### src/rtl/vc_arb_pkg.sv
// Shared definitions for the VC pop arbiter: FSM encoding and default sizing/thresholds.
package vc_arb_pkg;

    typedef enum logic [1:0] {
        ST_INIT   = 2'd0,
        ST_IDLE   = 2'd1,
        ST_ACTIVE = 2'd2
    } state_t;

    localparam int DEF_DATA_SIZE  = 10;
    localparam int DEF_DEST_BIT   = 8;
    localparam int DEF_VC0_WEIGHT = 4;
    localparam int DEF_AF         = 6;
    localparam int DEF_AE         = 1;

endpackage

### src/rtl/vc_arb_grant.sv
// Combinational eligibility and weighted VC0/VC1 grant; zero latency.
// Backpressure: a VC whose head targets an almost-full D FIFO is not eligible.
module vc_arb_grant #(
    parameter int WCNT_W     = 3,
    parameter int VC0_WEIGHT = 4
) (
    input  logic              i_en,
    input  logic              i_vc0_empty,
    input  logic              i_vc1_empty,
    input  logic              i_dest0,
    input  logic              i_dest1,
    input  logic              i_d0_afull,
    input  logic              i_d1_afull,
    input  logic [WCNT_W-1:0] i_wcnt,
    output logic              o_grant0,
    output logic              o_grant1,
    output logic              o_elig1
);

    logic w_elig0;
    logic w_elig1;

    assign w_elig0 = !i_vc0_empty && !(i_dest0 ? i_d1_afull : i_d0_afull);
    assign w_elig1 = !i_vc1_empty && !(i_dest1 ? i_d1_afull : i_d0_afull);
    assign o_elig1 = w_elig1;

    always_comb begin
        o_grant0 = 1'b0;
        o_grant1 = 1'b0;
        if (i_en) begin
            if (w_elig0 && w_elig1) begin
                // VC1 gets one forced slot once VC0 has used its full weight
                if (i_wcnt == WCNT_W'(VC0_WEIGHT)) begin
                    o_grant1 = 1'b1;
                end else begin
                    o_grant0 = 1'b1;
                end
            end else begin
                o_grant0 = w_elig0;
                o_grant1 = w_elig1;
            end
        end
    end

endmodule

### src/rtl/vc_pop_arbiter.sv
// Pops VC0/VC1 heads and steers them to D0/D1; pop is combinational, push/data one cycle later.
// Backpressure: no pop toward an almost-full D FIFO; one word in flight at most.
module vc_pop_arbiter
    import vc_arb_pkg::*;
#(
    parameter int DATA_SIZE  = DEF_DATA_SIZE,
    parameter int DEST_BIT   = DEF_DEST_BIT,
    parameter int VC0_WEIGHT = DEF_VC0_WEIGHT,
    parameter int AF_DEF     = DEF_AF,
    parameter int AE_DEF     = DEF_AE
) (
    input  logic                 clk,
    input  logic                 reset,
    input  logic                 init,
    input  logic [DATA_SIZE-1:0] afVC_i,
    input  logic [DATA_SIZE-1:0] aeVC_i,
    input  logic [DATA_SIZE-1:0] afD_i,
    input  logic [DATA_SIZE-1:0] aeD_i,
    input  logic                 vc0_empty,
    input  logic                 vc1_empty,
    input  logic [DATA_SIZE-1:0] vc0_head,
    input  logic [DATA_SIZE-1:0] vc1_head,
    input  logic                 d0_afull,
    input  logic                 d1_afull,
    output logic [DATA_SIZE-1:0] afVC_o,
    output logic [DATA_SIZE-1:0] aeVC_o,
    output logic [DATA_SIZE-1:0] afD_o,
    output logic [DATA_SIZE-1:0] aeD_o,
    output logic                 pop_vc0,
    output logic                 pop_vc1,
    output logic                 push_d0,
    output logic                 push_d1,
    output logic [DATA_SIZE-1:0] data_out,
    output logic                 active_o
);

    localparam int WCNT_W = $clog2(VC0_WEIGHT + 1);

    state_t                r_state;
    state_t                w_state_nxt;
    logic [WCNT_W-1:0]     r_wcnt;
    logic [DATA_SIZE-1:0]  r_af_vc;
    logic [DATA_SIZE-1:0]  r_ae_vc;
    logic [DATA_SIZE-1:0]  r_af_d;
    logic [DATA_SIZE-1:0]  r_ae_d;
    logic                  r_push_d0;
    logic                  r_push_d1;
    logic [DATA_SIZE-1:0]  r_data;

    logic                  w_pop_en;
    logic                  w_grant0;
    logic                  w_grant1;
    logic                  w_elig1;
    logic [DATA_SIZE-1:0]  w_head;
    logic                  w_any_vc;
    logic                  w_push_pend;

    // reset gates pops so every output sits at its reset value while reset is high
    assign w_pop_en    = !reset && !init && (r_state != ST_INIT);
    assign w_any_vc    = !vc0_empty || !vc1_empty;
    assign w_push_pend = r_push_d0 || r_push_d1;
    assign w_head      = w_grant1 ? vc1_head : vc0_head;

    vc_arb_grant #(
        .WCNT_W     (WCNT_W),
        .VC0_WEIGHT (VC0_WEIGHT)
    ) u_grant (
        .i_en        (w_pop_en),
        .i_vc0_empty (vc0_empty),
        .i_vc1_empty (vc1_empty),
        .i_dest0     (vc0_head[DEST_BIT]),
        .i_dest1     (vc1_head[DEST_BIT]),
        .i_d0_afull  (d0_afull),
        .i_d1_afull  (d1_afull),
        .i_wcnt      (r_wcnt),
        .o_grant0    (w_grant0),
        .o_grant1    (w_grant1),
        .o_elig1     (w_elig1)
    );

    always_comb begin
        w_state_nxt = r_state;
        if (init) begin
            w_state_nxt = ST_INIT;
        end else begin
            unique case (r_state)
                ST_INIT:   w_state_nxt = ST_IDLE;
                ST_IDLE:   if (w_any_vc && !(d0_afull && d1_afull)) w_state_nxt = ST_ACTIVE;
                ST_ACTIVE: if (!w_any_vc && !w_push_pend) w_state_nxt = ST_IDLE;
                default:   w_state_nxt = ST_IDLE;
            endcase
        end
    end

    always_ff @(posedge clk or posedge reset) begin
        if (reset) begin
            r_state   <= ST_IDLE;
            r_wcnt    <= '0;
            r_af_vc   <= DATA_SIZE'(AF_DEF);
            r_ae_vc   <= DATA_SIZE'(AE_DEF);
            r_af_d    <= DATA_SIZE'(AF_DEF);
            r_ae_d    <= DATA_SIZE'(AE_DEF);
            r_push_d0 <= 1'b0;
            r_push_d1 <= 1'b0;
            r_data    <= '0;
        end else begin
            r_state <= w_state_nxt;
            if (init) begin
                r_af_vc <= afVC_i;
                r_ae_vc <= aeVC_i;
                r_af_d  <= afD_i;
                r_ae_d  <= aeD_i;
            end
            if (w_grant1) begin
                r_wcnt <= '0;
            end else if (w_grant0 && w_elig1 && (r_wcnt != WCNT_W'(VC0_WEIGHT))) begin
                r_wcnt <= r_wcnt + WCNT_W'(1);
            end
            r_push_d0 <= (w_grant0 || w_grant1) && !w_head[DEST_BIT];
            r_push_d1 <= (w_grant0 || w_grant1) &&  w_head[DEST_BIT];
            if (w_grant0 || w_grant1) begin
                r_data <= w_head;
            end
        end
    end

    assign pop_vc0  = w_grant0;
    assign pop_vc1  = w_grant1;
    assign push_d0  = r_push_d0;
    assign push_d1  = r_push_d1;
    assign data_out = r_data;
    assign active_o = (r_state == ST_ACTIVE);
    assign afVC_o   = r_af_vc;
    assign aeVC_o   = r_ae_vc;
    assign afD_o    = r_af_d;
    assign aeD_o    = r_ae_d;

endmodule
### config.mk
export PLATFORM = sky130hd
export DESIGN_NAME = vc_pop_arbiter
export DESIGN_NICKNAME = d
export VERILOG_FILES = /design/src/rtl/vc_arb_pkg.sv /design/src/rtl/vc_arb_grant.sv /design/src/rtl/vc_pop_arbiter.sv
export SDC_FILE = /design/constraint.sdc
export NUM_CORES = 1
export LEC_CHECK = 0
export CAP_MARGIN = 20
export CELL_PAD_IN_SITES_DETAIL_PLACEMENT = 0
export CELL_PAD_IN_SITES_GLOBAL_PLACEMENT = 1
export CORE_MARGIN = 10
export CORE_UTILIZATION = 27
export CTS_CLUSTER_DIAMETER = 120
export DETAILED_ROUTE_END_ITERATION = 10
export PLACE_DENSITY_LB_ADDON = 0.15
export SETUP_SLACK_MARGIN = 0.5
export SYNTH_ARGS = -nofsm -noshare
export SYNTH_HDL_FRONTEND = slang
export SYNTH_SLANG_ARGS = --single-unit
### constraint.sdc
create_clock -name clk -period 1.8 [get_ports clk]
set_input_delay 0.18 -clock clk [delete_from_list [all_inputs] [get_ports clk]]
set_output_delay 0.18 -clock clk [all_outputs]
set_load 0.005 [all_outputs]
Word-level counts from Yosys, hierarchy flattened. Index checks and enable logic that the tools add are counted.

Register bits after elaboration: 57. Bits of input ports: 67.

Add/sub/neg operators: 1. Equality and inequality tests: 6. Mux-type cells: 15. Reductions and logical operators: 28.

Operators with widths (number): $logic_and A1 B1 Y1 (12); $logic_not A1 Y1 (10); $mux W10 (1); $mux W1 (8); $mux W2 (3); $mux W3 (2); $ne A3 B3 Y1 const B (2); $pmux W2 S2 (1); $reduce_bool A2 Y1 (2); $add A3 B1 Y3 const B (1); $eq A3 B3 Y1 const B (1); $logic_or A1 B1 Y1 (3); $ne A3 B2 Y1 const B (1); $eq A2 B1 Y1 const B (1); $eq A2 B2 Y1 const B (1); $reduce_and A2 Y1 (1).

Depth between registers and ports, before layout.
Depth after elaboration: 10. Gate-level depth with buffers: 7.

By module. From an unflattened synthesis, not the netlist that was laid out.

Cell total of the unflattened synthesis: 175. Area total of the unflattened synthesis: 2371.0 sq um.

Modules (own cells, without submodules): vc_pop_arbiter (times used 1, cells an instance 167, area an instance 2303.5 sq um); vc_arb_grant (times used 1, cells an instance 8, area an instance 67.6 sq um).

Worst setup path before layout. No wires, ideal clock.

Path type: reg-to-reg. Start point: reg r_state[0]. End point: reg r_data[8] (netlist: data_out[8]). Arrival: 1740 ps. Path slack: -65 ps. Stages on the path, launching flop included: 6. Clock period less this slack: 1865 ps. Cell sequence: dfstp_2 nor2_1 nor4b_4 nor2b_4 mux2_4 mux2_2.

Longest elaborated chain between the ends: 4. Elaborated cells between the ends (all ways): 6. Classes of those cells: mux (3); reduce/logical (3).

RTL lines: start: declaration (line vc_pop_arbiter.sv:39) `state_t r_state;`; start signal: assignment (line vc_pop_arbiter.sv:107) `r_state <= w_state_nxt;`; $reduce_bool A2 Y1 * (line vc_pop_arbiter.sv:59) `assign w_pop_en = !reset && !init && (r_state != ST_INIT);`; $logic_and A1 B1 Y1 * (line vc_pop_arbiter.sv:59); $mux W1 (line vc_arb_grant.sv:30) `if (i_en) begin`; $mux W10 / $logic_or A1 B1 Y1 (equally long branches) (line vc_pop_arbiter.sv:62, vc_pop_arbiter.sv:121); end signal: assignment (line vc_pop_arbiter.sv:122) `r_data <= w_head;`; end: declaration (line vc_pop_arbiter.sv:48) `logic [DATA_SIZE-1:0] r_data;`.

Mark *: on every way between the ends. The rest lies on a longest branch, timed or not. A chain may end at the register's enable or synchronous reset.

Final worst setup path. Ends and elaborated chain as after synthesis.

==> out/qor.json <==
{
  "place_hpwl_microns": 5370,
  "timing.setup.critical_path_class": "reg -> reg",
  "share_seq_of_total_power": 0.437,
  "cp-startpoint": "r_state[0]$_DFFE_PP1P_",
  "yosys_reg_bits": 57,
  "violations": "setup timing",
  "endpoint_kind": "register",
  "synth_fa_ha_area_frac": 0.0106,
  "maximum_number_of_pins_on_one_net_before_global_route_repair": 43,
  "placed_cell_area_sq_um": 3790,
  "clk_pin_slew_worst_paths_ns": 0.06,
  "ir_drop_mv": 0.403,
  "grt_most_used_layer": "met2",
  "synthDominantCellAreaShare": 0.531,
  "combPwrFrac": 0.248,
  "p_clk_frac": 0.316,
  "layout.nets": 375,
  "antenna_cells": 0,
  "worst-endpoint-required_ns": 2.00,
  "design.core.area_sq_um": 8590,
  "number_of_failing_setup_endpoints_in_the_final_timing_report": 2,
  "wire_per_inst_microns": 16.7,
  "r2r.worst_path.cells": 6,
  "layout_skew_ns": 0.00820,
  "max_incr_delay_on_cp_ns": 0.54,
  "finalHoldViolCount": 0,
  "power_per_cell_area_nw_per_um2": 901,
  "max-slew-margin-rel": 0.627,
  "grt_util_met3": 0.0672,
  "numClockSinks": 57,
  "firstDrtPassIters": 2,
  "synth-simple-area-share": 0.0520,
  "synth_seq_area_share": 0.608,
  "drv_slew": 0,
  "synth.top_cells.by_area": "dfrtp_1 53%, mux2_2 19%, dfstp_2 7.8%",
  "global_route.usage.total": 0.111,
  "min_period_over_period": 1.02,
  "reg_to_reg_slack_setup_ns": -0.04,
  "grt_first_pass_wirelength_microns": 11400,
  "drc": 0,
  "p_switching_w": 0.000905,
  "syn2layout_area_growth_pct": 71.6,
  "n_fill_cell": 795,
  "h-tree-depth": 3,
  "ctsLongestPathBuffers": 2,
  "postLayoutCellArea_sq_um": 4050,
  "full_die_area_sq_um": 12900,
  "asyncSetResetFlopFracSynth": 1.00,
  "grt_antenna_before_repair": 0,
  "overflow_left_after_global_routing": 0,
  "crit_slowest_cell": "dfstp_2",
  "drt_wl_total_microns": 7010,
  "detail_route.iter0.violations": 34,
  "synth_top_family_by_area": "multiplexers",
  "port_buffers": 121,
  "gpl.final_weighted_congestion": 0.789,
  "core.rowCount": 34,
  "synth_enable_flop_cells": 0,
  "synth_largest_area_cell": "dfrtp_1",
  "reg2reg_to": "data_out[8]$_DFFE_PP0P_",
  "yosys_most_used_dff": "dfrtp_1",
  "postLayoutSetupSlackWorst_ns": -0.0403,
  "leakage_nw": 1.87,
  "cts_tree": "done",
  "grt.met1_usage": 0.130,
  "critical_path_source_type": "register",
  "synthTopCellsByCount": "50 x dfrtp_1, 39 x mux2_2, 9 x a21o_1, 9 x a22o_1, 7 x dfstp_2",
  "placed_cells": 396,
  "complex_gate_fraction_of_the_synthesized_area": 0.0912,
  "chipWidth_microns": 113,
  "grt_pass1_vias": 2056,
  "power.switching_fraction": 0.248,
  "synth_area_per_cell_sq_um": 14.7,
  "worstSetupPathDepth": 6,
  "crit_path_cell_trace": "nor2_2, nor4b_4, nor2b_4, buf_6, mux2_4, mux2_2",
  "synth.most_common_cell": "dfrtp_1",
  "effective_utilization_at_floorplan": 0.274,
  "synth_nets": 229,
  "achievable-frequency_mhz": 543,
  "crit-reg2reg-launch": "r_state[0]$_DFFE_PP1P_",
  "drive_gt1_frac": 0.344,
  "final_cells": 419,
  "cp_num_buf_inv": 1,
  "xor_and_xnor_fraction_of_the_mapped_netlist_area": 0.00371,
  "grt.met2_usage": 0.158,
  "floorplan.die.height_microns": 113,
  "reported_max_cap_violation_count": 0,
  "final_ant_viol_nets": 0,
  "worst-endpoint-arrival_ns": 2.04,
  "fin_crit_ns": 1.84,
  "status": "finished with violations",
  "tightestPinTransition_ns": 0.560,
  "cts_inserted_buffers": 9,
  "finish.utilization": 0.471,
  "synth_area_sq_um": 2360,
  "vias": 1842,
  "root_buffer_cell": "clkbuf_8",
  "min-delay-path-class": "in -> async",
  "rsz_0062_raised_after_global_routing": "true",
  "synth_warnings": 0,
  "holdBufCountCts": 0,
  "post_drt_via_cell_ratio": 4.40,
  "synthMuxAreaShare": 0.215,
  "synth_cell_type_count": 28,
  "crit_fanout": 4,
  "postSynthCellCount": 160,
  "i_o_pins": 122,
  "power_report.internal_total_w": 0.00274,
  "worstSkewPairLatency_ns": 0.33,
  "critical_path.top_delay_family": "multiplexers"
}
how the worst max path moves through the flow:
stage / end
floorplan: data_out[8]$_DFFE_PP0P_
global placement: pop_vc0
detailed placement: pop_vc1
CTS: data_out[8]$_DFFE_PP0P_
global route: data_out[8]$_DFFE_PP0P_
finish: data_out[8]$_DFFE_PP0P_
worst register-to-register path, delay by kind of cell (launching register included):
kind / cells / cell delay, ns
simple gates: 3 / 0.52
mux: 2 / 0.56
flops: 1 / 0.54
buf+inv: 1 / 0.12
placed cells by master (no fill, tap or decap), types with 2 or more instances in the layout:
master and count:
dfstp_2 7, a21o_1 9, dlygate4sd2_1 49, dlymetal6s2s_1 2, o21ai_2 2, nor2_1 5
buf_4 14, clkbuf_1 2, a22o_1 9, clkdlybuf4s50_1 61, nor2b_4 3, buf_2 2
dfrtp_1 49, clkbuf_8 10, inv_2 2, mux2_4 3, clkdlybuf4s15_1 5, mux2_1 2
buf_6 7, clkinv_2 3, mux2_2 39, nor2_2 2, nand2b_1 2
power groups by stage:
stage                     clock [W]  combinational (W)  sequential, W
final                       0.00115           0.000903        0.00159
after global routing        0.00127            0.00101        0.00162
after CTS                   0.00121           0.000875        0.00159
after detailed placement          0           0.000972        0.00162
after global placement            0           0.000973        0.00161
after floorplan                   0           0.000337        0.00163
routing by layer:
layer	routed length, microns	share of wire
met3	864	0.12
met2	3090	0.44
met5	0	0
met1	2960	0.42
met4	94	0.013
cell type report:
class	instances	area (sq um)	share of cell area
Timing Repair Buffer	142	1330	0.330
Tap cell	108	135	0.0334
Sequential cell	57	1440	0.355
Clock buffer	12	145	0.0359
Clock inverter	4	45.0	0.0111
Inverter	3	15.0	0.00371
Multi-Input combinational cell	93	936	0.231
state kept, by name (all words and copies together), names as in the netlist:
signal    cells
aeD_o        10
aeVC_o       10
afD_o        10
afVC_o       10
data_out     10
r_wcnt        3
r_state       2
push_d0       1
push_d1       1
what timing repair did:
item                       4_1_cts  5_1_grt
cloned                           0        0
pin swaps                        4        4
setup endpoints to repair       72       24
buffers inserted                 5        2
resized for setup               69       26
cell families (layout without fill, tap and decap cells):
family	count (synthesis)	count (layout)
flops	57	57
mux	44	44
compound gates	27	27
simple gates	19	19
buf+inv	10	161
fa+ha+maj	2	2
xor+xnor	1	1
stage by stage:
step | hold WS, ns | setup TNS (ns) | setup slack [ns] | total power (W)
2_1_floorplan | 0.264 | -0.0578 | -0.0578 | 0.00197
3_5_place_dp | 0.481 | -3.93 | -0.411 | 0.00259
4_1_cts | 0.298 | -0.0992 | -0.0525 | 0.00367
5_1_grt | 0.341 | -0.249 | -0.119 | 0.00389
6_report | 0.303 | -0.0457 | -0.0403 | 0.00365
3_3_place_gp | 0.469 | -3.92 | -0.402 | 0.00259
Power figures use the tool's default switching activity.
